### src/rtl/apu_pulse_pkg.sv
// Shared constants for the pulse channel bank: length counter lookup,
// duty waveforms and register offsets within a channel's 4-byte window.
package apu_pulse_pkg;

  localparam logic [1:0] REG_CTRL  = 2'd0;  // duty / halt / constvol / volume
  localparam logic [1:0] REG_SWEEP = 2'd1;  // sweep enable / period / negate / shift
  localparam logic [1:0] REG_TLO   = 2'd2;  // timer period low byte
  localparam logic [1:0] REG_THI   = 2'd3;  // timer period high bits + length index

  localparam logic [7:0] LENGTH_TABLE [32] = '{
    8'd10,  8'd254, 8'd20,  8'd2,   8'd40,  8'd4,   8'd80,  8'd6,
    8'd160, 8'd8,   8'd60,  8'd10,  8'd14,  8'd12,  8'd26,  8'd14,
    8'd12,  8'd16,  8'd24,  8'd18,  8'd48,  8'd20,  8'd96,  8'd22,
    8'd192, 8'd24,  8'd72,  8'd26,  8'd16,  8'd28,  8'd32,  8'd30
  };

  // Bit n of each entry is the output level for sequencer step n.
  localparam logic [7:0] DUTY_TABLE [4] = '{
    8'b0100_0000, 8'b0110_0000, 8'b0111_1000, 8'b1001_1111
  };

endpackage

### src/rtl/apu_pulse_bank_if.sv
// APU register write bus shared by all pulse channels.
interface apu_pulse_bank_if #(
  parameter int ADDR_W = 5
);
  logic [ADDR_W-1:0] apu_addr;
  logic [7:0]        data_in;
  logic              apu_wr;

  modport master (output apu_addr, data_in, apu_wr);
  modport slave  (input  apu_addr, data_in, apu_wr);
endinterface

### src/rtl/apu_pulse_ch.sv
// One NES-style pulse channel: timer + 8-step duty sequencer, envelope,
// sweep unit and length counter. The register write has already been
// decoded to this channel; level is the combinational output sample.
module apu_pulse_ch
  import apu_pulse_pkg::*;
#(
  parameter bit ONES_COMP = 1'b0
) (
  input  logic       clk,
  input  logic       rst,
  input  logic       apu_cycle,
  input  logic       qtrframe,
  input  logic       halfframe,
  input  logic       en,
  input  logic       wr,
  input  logic [1:0] reg_sel,
  input  logic [7:0] data,
  output logic       active,
  output logic [3:0] level
);

  logic [1:0]  duty_reg;
  logic        halt_reg;
  logic        constvol_reg;
  logic [3:0]  vol_reg;
  logic        sweep_en_reg;
  logic [2:0]  sweep_period_reg;
  logic        negate_reg;
  logic [2:0]  shift_reg;
  logic [10:0] period_reg;
  logic [10:0] timer_reg;
  logic [2:0]  step_reg;
  logic        env_start_reg;
  logic [3:0]  decay_reg;
  logic [3:0]  env_div_reg;
  logic        sweep_reload_reg;
  logic [2:0]  sweep_div_reg;
  logic [7:0]  length_reg;

  logic        wr_ctrl, wr_sweep, wr_tlo, wr_thi;
  logic [11:0] change, target;
  logic        muted, sweep_apply, duty_bit;
  logic [7:0]  duty_pattern;

  assign wr_ctrl  = wr && (reg_sel == REG_CTRL);
  assign wr_sweep = wr && (reg_sel == REG_SWEEP);
  assign wr_tlo   = wr && (reg_sel == REG_TLO);
  assign wr_thi   = wr && (reg_sel == REG_THI);

  // Sweep target and mute; negate never mutes even if the 12-bit result wraps
  always_comb begin
    change = {1'b0, period_reg} >> shift_reg;
    if (negate_reg)
      target = {1'b0, period_reg} - change - {11'd0, ONES_COMP};
    else
      target = {1'b0, period_reg} + change;
    muted        = (period_reg < 11'd8) || (!negate_reg && (target > 12'h7FF));
    sweep_apply  = halfframe && (sweep_div_reg == 3'd0) && sweep_en_reg &&
                   (shift_reg != 3'd0) && !muted;
    duty_pattern = DUTY_TABLE[duty_reg];
    duty_bit     = duty_pattern[step_reg];
  end

  // Control and sweep configuration fields
  always_ff @(posedge clk) begin
    if (rst) begin
      duty_reg         <= '0;
      halt_reg         <= 1'b0;
      constvol_reg     <= 1'b0;
      vol_reg          <= '0;
      sweep_en_reg     <= 1'b0;
      sweep_period_reg <= '0;
      negate_reg       <= 1'b0;
      shift_reg        <= '0;
    end else begin
      if (wr_ctrl)
        {duty_reg, halt_reg, constvol_reg, vol_reg} <= data;
      if (wr_sweep)
        {sweep_en_reg, sweep_period_reg, negate_reg, shift_reg} <= data;
    end
  end

  // Timer period: CPU writes win over a same-cycle sweep update
  always_ff @(posedge clk) begin
    if (rst)
      period_reg <= '0;
    else if (wr_tlo)
      period_reg <= {period_reg[10:8], data};
    else if (wr_thi)
      period_reg <= {data[2:0], period_reg[7:0]};
    else if (sweep_apply)
      period_reg <= target[10:0];
  end

  // Timer counts down on APU cycles; each expiry steps the sequencer backwards
  always_ff @(posedge clk) begin
    if (rst) begin
      timer_reg <= '0;
      step_reg  <= '0;
    end else begin
      if (apu_cycle) begin
        if (timer_reg == 11'd0) begin
          timer_reg <= period_reg;
          step_reg  <= step_reg - 3'd1;
        end else begin
          timer_reg <= timer_reg - 11'd1;
        end
      end
      if (wr_thi)
        step_reg <= 3'd0;
    end
  end

  // Sweep divider and its reload flag, clocked by half-frames
  always_ff @(posedge clk) begin
    if (rst) begin
      sweep_div_reg    <= '0;
      sweep_reload_reg <= 1'b0;
    end else begin
      if (halfframe) begin
        if ((sweep_div_reg == 3'd0) || sweep_reload_reg) begin
          sweep_div_reg    <= sweep_period_reg;
          sweep_reload_reg <= 1'b0;
        end else begin
          sweep_div_reg <= sweep_div_reg - 3'd1;
        end
      end
      if (wr_sweep)
        sweep_reload_reg <= 1'b1;
    end
  end

  // Envelope divider and decay level, clocked by quarter-frames
  always_ff @(posedge clk) begin
    if (rst) begin
      env_start_reg <= 1'b0;
      decay_reg     <= '0;
      env_div_reg   <= '0;
    end else begin
      if (qtrframe) begin
        if (env_start_reg) begin
          env_start_reg <= 1'b0;
          decay_reg     <= 4'd15;
          env_div_reg   <= vol_reg;
        end else if (env_div_reg == 4'd0) begin
          env_div_reg <= vol_reg;
          if (decay_reg != 4'd0)
            decay_reg <= decay_reg - 4'd1;
          else if (halt_reg)
            decay_reg <= 4'd15;
        end else begin
          env_div_reg <= env_div_reg - 4'd1;
        end
      end
      if (wr_thi)
        env_start_reg <= 1'b1;
    end
  end

  // Length counter: disable clears, a load beats a same-cycle decrement
  always_ff @(posedge clk) begin
    if (rst || !en)
      length_reg <= '0;
    else if (wr_thi)
      length_reg <= LENGTH_TABLE[data[7:3]];
    else if (halfframe && (length_reg != 8'd0) && !halt_reg)
      length_reg <= length_reg - 8'd1;
  end

  assign active = (length_reg != 8'd0);

  // Output level from the current state; the bank registers it
  always_comb begin
    level = 4'd0;
    if ((length_reg != 8'd0) && !muted && duty_bit)
      level = constvol_reg ? vol_reg : decay_reg;
  end

endmodule

### src/rtl/apu_pulse_bank.sv
// Bank of NUM_CH pulse channels on the shared APU register bus.
// Channel i decodes BASE_ADDR+4*i .. BASE_ADDR+4*i+3. Samples are
// registered one cycle after channel state. Optional macro
// APU_PULSE_SUM_EN builds a registered sum of all samples; without it
// sample_sum is tied to zero.
module apu_pulse_bank
  import apu_pulse_pkg::*;
#(
  parameter int         NUM_CH         = 2,
  parameter int         ADDR_W         = 5,
  parameter int         BASE_ADDR      = 0,
  parameter logic [7:0] ONES_COMP_MASK = 8'h01
) (
  input  logic                             clk,
  input  logic                             rst,
  input  logic                             apu_cycle,
  input  logic                             qtrframe,
  input  logic                             halfframe,
  input  logic [NUM_CH-1:0]                en,
  apu_pulse_bank_if.slave                  bus,
  output logic [NUM_CH-1:0]                active,
  output logic [4*NUM_CH-1:0]              sample,
  output logic [4+$clog2(NUM_CH+1)-1:0]    sample_sum
);

  localparam int SUM_W = 4 + $clog2(NUM_CH + 1);

  logic [31:0]         addr_ext;
  logic [4*NUM_CH-1:0] level_w;
  logic [4*NUM_CH-1:0] sample_reg;

  assign addr_ext = 32'(bus.apu_addr);

  for (genvar gi = 0; gi < NUM_CH; gi++) begin : g_ch
    localparam logic [31:0] CH_BASE = 32'(BASE_ADDR + 4 * gi);
    logic       hit;
    logic [1:0] reg_sel;

    assign hit     = bus.apu_wr && (addr_ext >= CH_BASE) && (addr_ext < CH_BASE + 32'd4);
    assign reg_sel = 2'(addr_ext - CH_BASE);

    apu_pulse_ch #(
      .ONES_COMP (ONES_COMP_MASK[gi])
    ) u_ch (
      .clk       (clk),
      .rst       (rst),
      .apu_cycle (apu_cycle),
      .qtrframe  (qtrframe),
      .halfframe (halfframe),
      .en        (en[gi]),
      .wr        (hit),
      .reg_sel   (reg_sel),
      .data      (bus.data_in),
      .active    (active[gi]),
      .level     (level_w[4*gi +: 4])
    );
  end

  // Register all channel levels together so the mixer sees one aligned word
  always_ff @(posedge clk) begin
    if (rst)
      sample_reg <= '0;
    else
      sample_reg <= level_w;
  end

  assign sample = sample_reg;

`ifdef APU_PULSE_SUM_EN
  logic [SUM_W-1:0] sum_next, sum_reg;

  // Sum the same levels that feed sample so both update together
  always_comb begin
    sum_next = '0;
    for (int i = 0; i < NUM_CH; i++)
      sum_next = sum_next + SUM_W'(level_w[4*i +: 4]);
  end

  // Registered sum, aligned with sample
  always_ff @(posedge clk) begin
    if (rst)
      sum_reg <= '0;
    else
      sum_reg <= sum_next;
  end

  assign sample_sum = sum_reg;
`else
  assign sample_sum = '0;
`endif

endmodule

### src/flat_wrapper.sv
// flat-port wrapper written by rule: the top's interface ports become plain ports
module apu_pulse_bank_flat import apu_pulse_pkg::*;
#(
  parameter int         NUM_CH         = 2,
  parameter int         ADDR_W         = 5,
  parameter int         BASE_ADDR      = 0,
  parameter logic [7:0] ONES_COMP_MASK = 8'h01
)
  (clk, rst, apu_cycle, qtrframe, halfframe, en, active, sample, sample_sum, bus_apu_addr, bus_data_in, bus_apu_wr);
  apu_pulse_bank_if #(.ADDR_W(ADDR_W)) bus_i ();
  input  logic clk;
  input  logic rst;
  input  logic apu_cycle;
  input  logic qtrframe;
  input  logic halfframe;
  input  logic [NUM_CH-1:0] en;
  output logic [NUM_CH-1:0] active;
  output logic [4*NUM_CH-1:0] sample;
  output logic [4+$clog2(NUM_CH+1)-1:0] sample_sum;
  input wire logic [$bits(bus_i.apu_addr)-1:0] bus_apu_addr;
  input wire logic [$bits(bus_i.data_in)-1:0] bus_data_in;
  input wire logic [$bits(bus_i.apu_wr)-1:0] bus_apu_wr;
  assign bus_i.apu_addr = bus_apu_addr;
  assign bus_i.data_in = bus_data_in;
  assign bus_i.apu_wr = bus_apu_wr;
  apu_pulse_bank #(.NUM_CH(NUM_CH), .ADDR_W(ADDR_W), .BASE_ADDR(BASE_ADDR), .ONES_COMP_MASK(ONES_COMP_MASK)) u_core (.clk(clk), .rst(rst), .apu_cycle(apu_cycle), .qtrframe(qtrframe), .halfframe(halfframe), .en(en), .bus(bus_i), .active(active), .sample(sample), .sample_sum(sample_sum));
endmodule
### config.mk
export PLATFORM = sky130hd
export DESIGN_NAME = apu_pulse_bank_flat
export DESIGN_NICKNAME = d
export VERILOG_FILES = /design/src/rtl/apu_pulse_pkg.sv /design/src/rtl/apu_pulse_bank_if.sv /design/src/rtl/apu_pulse_ch.sv /design/src/rtl/apu_pulse_bank.sv /design/src/flat_wrapper.sv
export SDC_FILE = /design/constraint.sdc
export NUM_CORES = 1
export LEC_CHECK = 0
export BUFFER_PORTS_ARGS = -buffer_cell sky130_fd_sc_hd__buf_2
export CORE_MARGIN = 1.5
export CORE_UTILIZATION = 50
export CTS_CLUSTER_SIZE = 14
export DETAILED_ROUTE_END_ITERATION = 12
export HOLD_SLACK_MARGIN = 0.05
export PLACE_DENSITY = 0.73
export SLEW_MARGIN = 20
export SYNTH_ARGS = -nofsm -noshare
export SYNTH_HDL_FRONTEND = slang
export SYNTH_SLANG_ARGS = --single-unit
### constraint.sdc
create_clock -name clk -period 4.4 [get_ports clk]
set_input_delay 0.66 -clock clk [delete_from_list [all_inputs] [get_ports clk]]
set_output_delay 0.66 -clock clk [all_outputs]
set_load 0.1 [all_outputs]
==> Implementation_results.wiki <==
{| class="wikitable"
! Metric !! Value
|-
| Outcome || finished, final reports clean
|-
| Maximum number of buffers from clock root to sink || 2
|-
| Critical path capture point type || register
|-
| Remaining global-route overflow || 0
|-
| Synth Flop Type || sky130_fd_sc_hd__dfxtp_1
|-
| Ratio of cells with drive above 1 in the final layout || 13.9%
|-
| Adder and majority gate portion of the synthesized area || 8.73%
|-
| Half-perimeter wire length of the detailed placement result || 17200 µm
|-
| Top fanout value on the critical path || 6
|-
| Leading cell type in the layout, fill and taps excluded || sky130_fd_sc_hd__nor2_1
|-
| Worst path setup slack after routing || 0.130 ns
|-
| GP Congestion || 0.905
|-
| #FFs+latches synth || 132
|-
| Number of enable flip-flop cells after synthesis || 0
|-
| Relative slew margins || 49.2%
|-
| Hold/Removal Path Class || register to register
|-
| TritonCTS sink count || 132
|-
| Vertical die dimension || 141 µm
|-
| Die W || 141 µm
|-
| Timing-limited maximum frequency || 0.234 GHz
|-
| Latest clock arrival within the worst-skew pair || 0.42 ns
|-
| Leading cell types in the layout, fill and taps excluded || sky130_fd_sc_hd__nor2_1, sky130_fd_sc_hd__dfxtp_1, sky130_fd_sc_hd__nand2_1, sky130_fd_sc_hd__mux2i_1, sky130_fd_sc_hd__a21oi_1
|-
| Initial antenna violation count || 0
|-
| CTS Root Buffer Type || sky130_fd_sc_hd__clkbuf_16
|-
| Gate count after technology mapping || 1221
|-
| Post-synth top area cell || sky130_fd_sc_hd__dfxtp_1
|-
| Wirelength, routed || 24600 µm
|-
| Count of nets left with antenna violations after detail routing || 0
|-
| Non-filler cells in the finished layout || 1505
|-
| Power per unit of standard cell area || 485 nW/µm²
|-
| Setup repair after global routing missed its margin || yes
|-
| Die Outline Area || 20000 µm²
|-
| Fraction of registers with async set or reset after synthesis || 0%
|-
| Detail-routed net length per standard cell || 16.3 µm
|-
| Final instance area || 10800 µm²
|-
| Sequential-to-total area share from yosys stat || 27.6%
|-
| # nets final || 1344
|-
| Max-slew violation count || 0
|-
| Overall track demand over capacity in global routing || 24.3%
|-
| Standard-cell row count || 50
|-
| Endpoints failing setup || 0
|-
| Post-synthesis mux area share || 11.4%
|-
| Initial Utilization || 51.0%
|-
| Core Area || 18800 µm²
|-
| Clock tree from TritonCTS || built
|-
| Diode count || 0
|-
| CTS H-tree depth || 4
|-
| Number of global-route vias before repair || 8085
|-
| First-pass GRT wire length || 39600 µm
|-
| Area fraction of the dominant cell type after synthesis || 27.6%
|-
| Synth Area per Inst || 7.84 µm²
|-
| Required arrival time at the worst endpoint || 4.70 ns
|-
| Worst vdd ir || 0.426 mV
|-
| Synth Warn # || 0
|-
| Pre-CTS setup slack || -0.0735 ns
|-
| Final cycle utilization of the critical path || 97.0%
|-
| Largest net degree at the start of global routing || 55
|-
| Buffers added on ports || 30
|-
| Synth Area in Simple Gates || 21.8%
|-
| Final critical path time including I/O delays and setup || 4.27 ns
|-
| Transition time at the pin with the least slew margin || 0.757 ns
|-
| Cell Area, Placed || 10100 µm²
|-
| Max-cap violations || 0
|-
| Number of distinct standard cells referenced by the synthesized netlist || 83
|-
| First DRT Iteration DRCs || 606
|-
| Static leakage || 4.63 nW
|-
| CP Launch Type || register
|-
| DR vias || 8910
|-
| Total placed cells including tap cells || 1463
|-
| Parity-gate share of the synthesized area counting xor and xnor cells || 4.12%
|-
| DRC violation count after routing || 0
|-
| Number of buffers added to fix hold violations after cts || 0
|-
| Classification of the worst setup path || register to register
|-
| Clock Pin Slew Worst Setup and Hold Paths || 0.06 ns
|-
| Vias per inst || 5.92
|-
| Main combinational cell family by area after synthesis || simple AND/OR/NAND/NOR gates
|-
| Detailed Routing Iterations Pass 1 || 5
|-
| Area contributors post-synth || sky130_fd_sc_hd__dfxtp_1, sky130_fd_sc_hd__mux2i_1, sky130_fd_sc_hd__ha_1, sky130_fd_sc_hd__nor2_1, sky130_fd_sc_hd__a21oi_1
|-
| Cts bufs inserted || 17
|-
| Worst clock skew || 0.00606 ns
|-
| Summed instance area of the synthesized netlist || 9570 µm²
|-
| Area growth, synth to finish || 13.3%
|-
| Arrival time reported for the critical path endpoint || 4.57 ns
|-
| Final Hold Violating Endpoints || 0
|-
| Num ports || 37
|-
| Complex-gate fraction of the synthesized area || 19.5%
|}
-- what timing repair did --
| item | in CTS | in global routing |
|---|---|---|
| resized for setup | 2 | 26 |
| endpoints found under the setup margin | 4 | 12 |
| buffers inserted | 4 | 5 |
| pin swaps | 1 | 8 |
| gates cloned | 0 | 1 |
-- synthesized netlist by cell type (9+ instances only) --
library cell / n
sky130_fd_sc_hd__inv_1: 71
sky130_fd_sc_hd__mux4_2: 9
sky130_fd_sc_hd__ha_1: 62
sky130_fd_sc_hd__nand2b_1: 11
sky130_fd_sc_hd__nand2_1: 93
sky130_fd_sc_hd__nor4_1: 12
sky130_fd_sc_hd__a31oi_1: 9
sky130_fd_sc_hd__a21o_1: 13
sky130_fd_sc_hd__o21ai_0: 65
sky130_fd_sc_hd__or3_1: 11
sky130_fd_sc_hd__clkbuf_1: 48
sky130_fd_sc_hd__dfxtp_1: 132
sky130_fd_sc_hd__xnor2_1: 24
sky130_fd_sc_hd__nor3_1: 47
sky130_fd_sc_hd__nor2_1: 182
sky130_fd_sc_hd__nor2b_1: 15
sky130_fd_sc_hd__a21oi_1: 77
sky130_fd_sc_hd__a211oi_1: 32
sky130_fd_sc_hd__xor2_1: 21
sky130_fd_sc_hd__nand3_1: 16
sky130_fd_sc_hd__mux2i_1: 82
sky130_fd_sc_hd__buf_1: 12
-- final cells by class --
cell class | instances | area [µm²]
clock inverter | 14 | 140
sequential | 132 | 2650
tap | 234 | 293
inverter | 73 | 274
multi-input combinational | 943 | 6420
timing repair buffer | 91 | 633
fill | 1658 | 7930
clock buffer | 18 | 439
-- final timing paths --
path	cells after the start	from	end	slack (ns)
worst min register to register	2	u_core.g_ch[1].u_ch.sweep_en_reg$_SDFFE_PP0P_	u_core.g_ch[1].u_ch.sweep_en_reg$_SDFFE_PP0P_	0.48
worst max-delay path	18	u_core.g_ch[1].u_ch.shift_reg[0]$_SDFFE_PP0P_	u_core.g_ch[1].u_ch.period_reg[10]$_SDFFE_PP0P_	0.13
worst min-delay path	2	u_core.g_ch[1].u_ch.sweep_en_reg$_SDFFE_PP0P_	u_core.g_ch[1].u_ch.sweep_en_reg$_SDFFE_PP0P_	0.48
worst max register to register	18	u_core.g_ch[1].u_ch.shift_reg[0]$_SDFFE_PP0P_	u_core.g_ch[1].u_ch.period_reg[10]$_SDFFE_PP0P_	0.13
-- kinds of logic after synthesis --
| group | Yosys count |
|---|---|
| AND/OR/NAND/NOR | 445 |
| AO/OA/AOI/OAI | 284 |
| buffers and inverters | 152 |
| flip-flops | 132 |
| multiplexers | 97 |
| adder cells (fa/ha/maj) | 65 |
| XOR/XNOR | 45 |
| other | 1 |
-- power by group --
| group | switching (W) | total [W] | internal (W) |
|---|---|---|---|
| registers | 0.000195 | 0.00159 | 0.00140 |
| logic | 0.00144 | 0.00228 | 0.000841 |
| clock network | 0.000584 | 0.00139 | 0.000807 |
-- critical path: stages, from the launching register on --
cell and delay [ns]:
sky130_fd_sc_hd__dfxtp_4 0.38, sky130_fd_sc_hd__buf_4 0.14, sky130_fd_sc_hd__mux4_2 0.53, sky130_fd_sc_hd__nor3_1 0.28, sky130_fd_sc_hd__o21ai_2 0.10, sky130_fd_sc_hd__or4_4 0.54, sky130_fd_sc_hd__nor2_1 0.09, sky130_fd_sc_hd__or3_1 0.10
sky130_fd_sc_hd__a32oi_1 0.09, sky130_fd_sc_hd__o22a_1 0.25, sky130_fd_sc_hd__ha_4 0.29, sky130_fd_sc_hd__nand2_1 0.06, sky130_fd_sc_hd__o21ai_2 0.14, sky130_fd_sc_hd__buf_6 0.12, sky130_fd_sc_hd__or3b_4 0.42, sky130_fd_sc_hd__o211ai_4 0.16
sky130_fd_sc_hd__buf_6 0.16, sky130_fd_sc_hd__mux2i_1 0.20, sky130_fd_sc_hd__o22ai_1 0.10
-- through the flow --
step           hold WS [ns]  power [W]  utilization [%]  setup TNS [ns]
3_5_place_dp          0.469    0.00384             53.6          -0.192
3_3_place_gp          0.461    0.00380             53.6               0
6_report              0.484    0.00526             57.8               0
4_1_cts               0.483    0.00524             56.9               0
2_1_floorplan         0.447    0.00348                -               0
5_1_grt               0.514    0.00562             57.8         -0.0896
-- per-layer routing --
layer	vias to the layer above	share of wire (%)	track usage [%]
met1	4199	45	32.0
met3	44	6.0	4.15
met2	256	47	40.7
met5	-	0	0
met4	0	2.2	7.40
li1	4411	-	-
(Power assumes the default switching activity.)
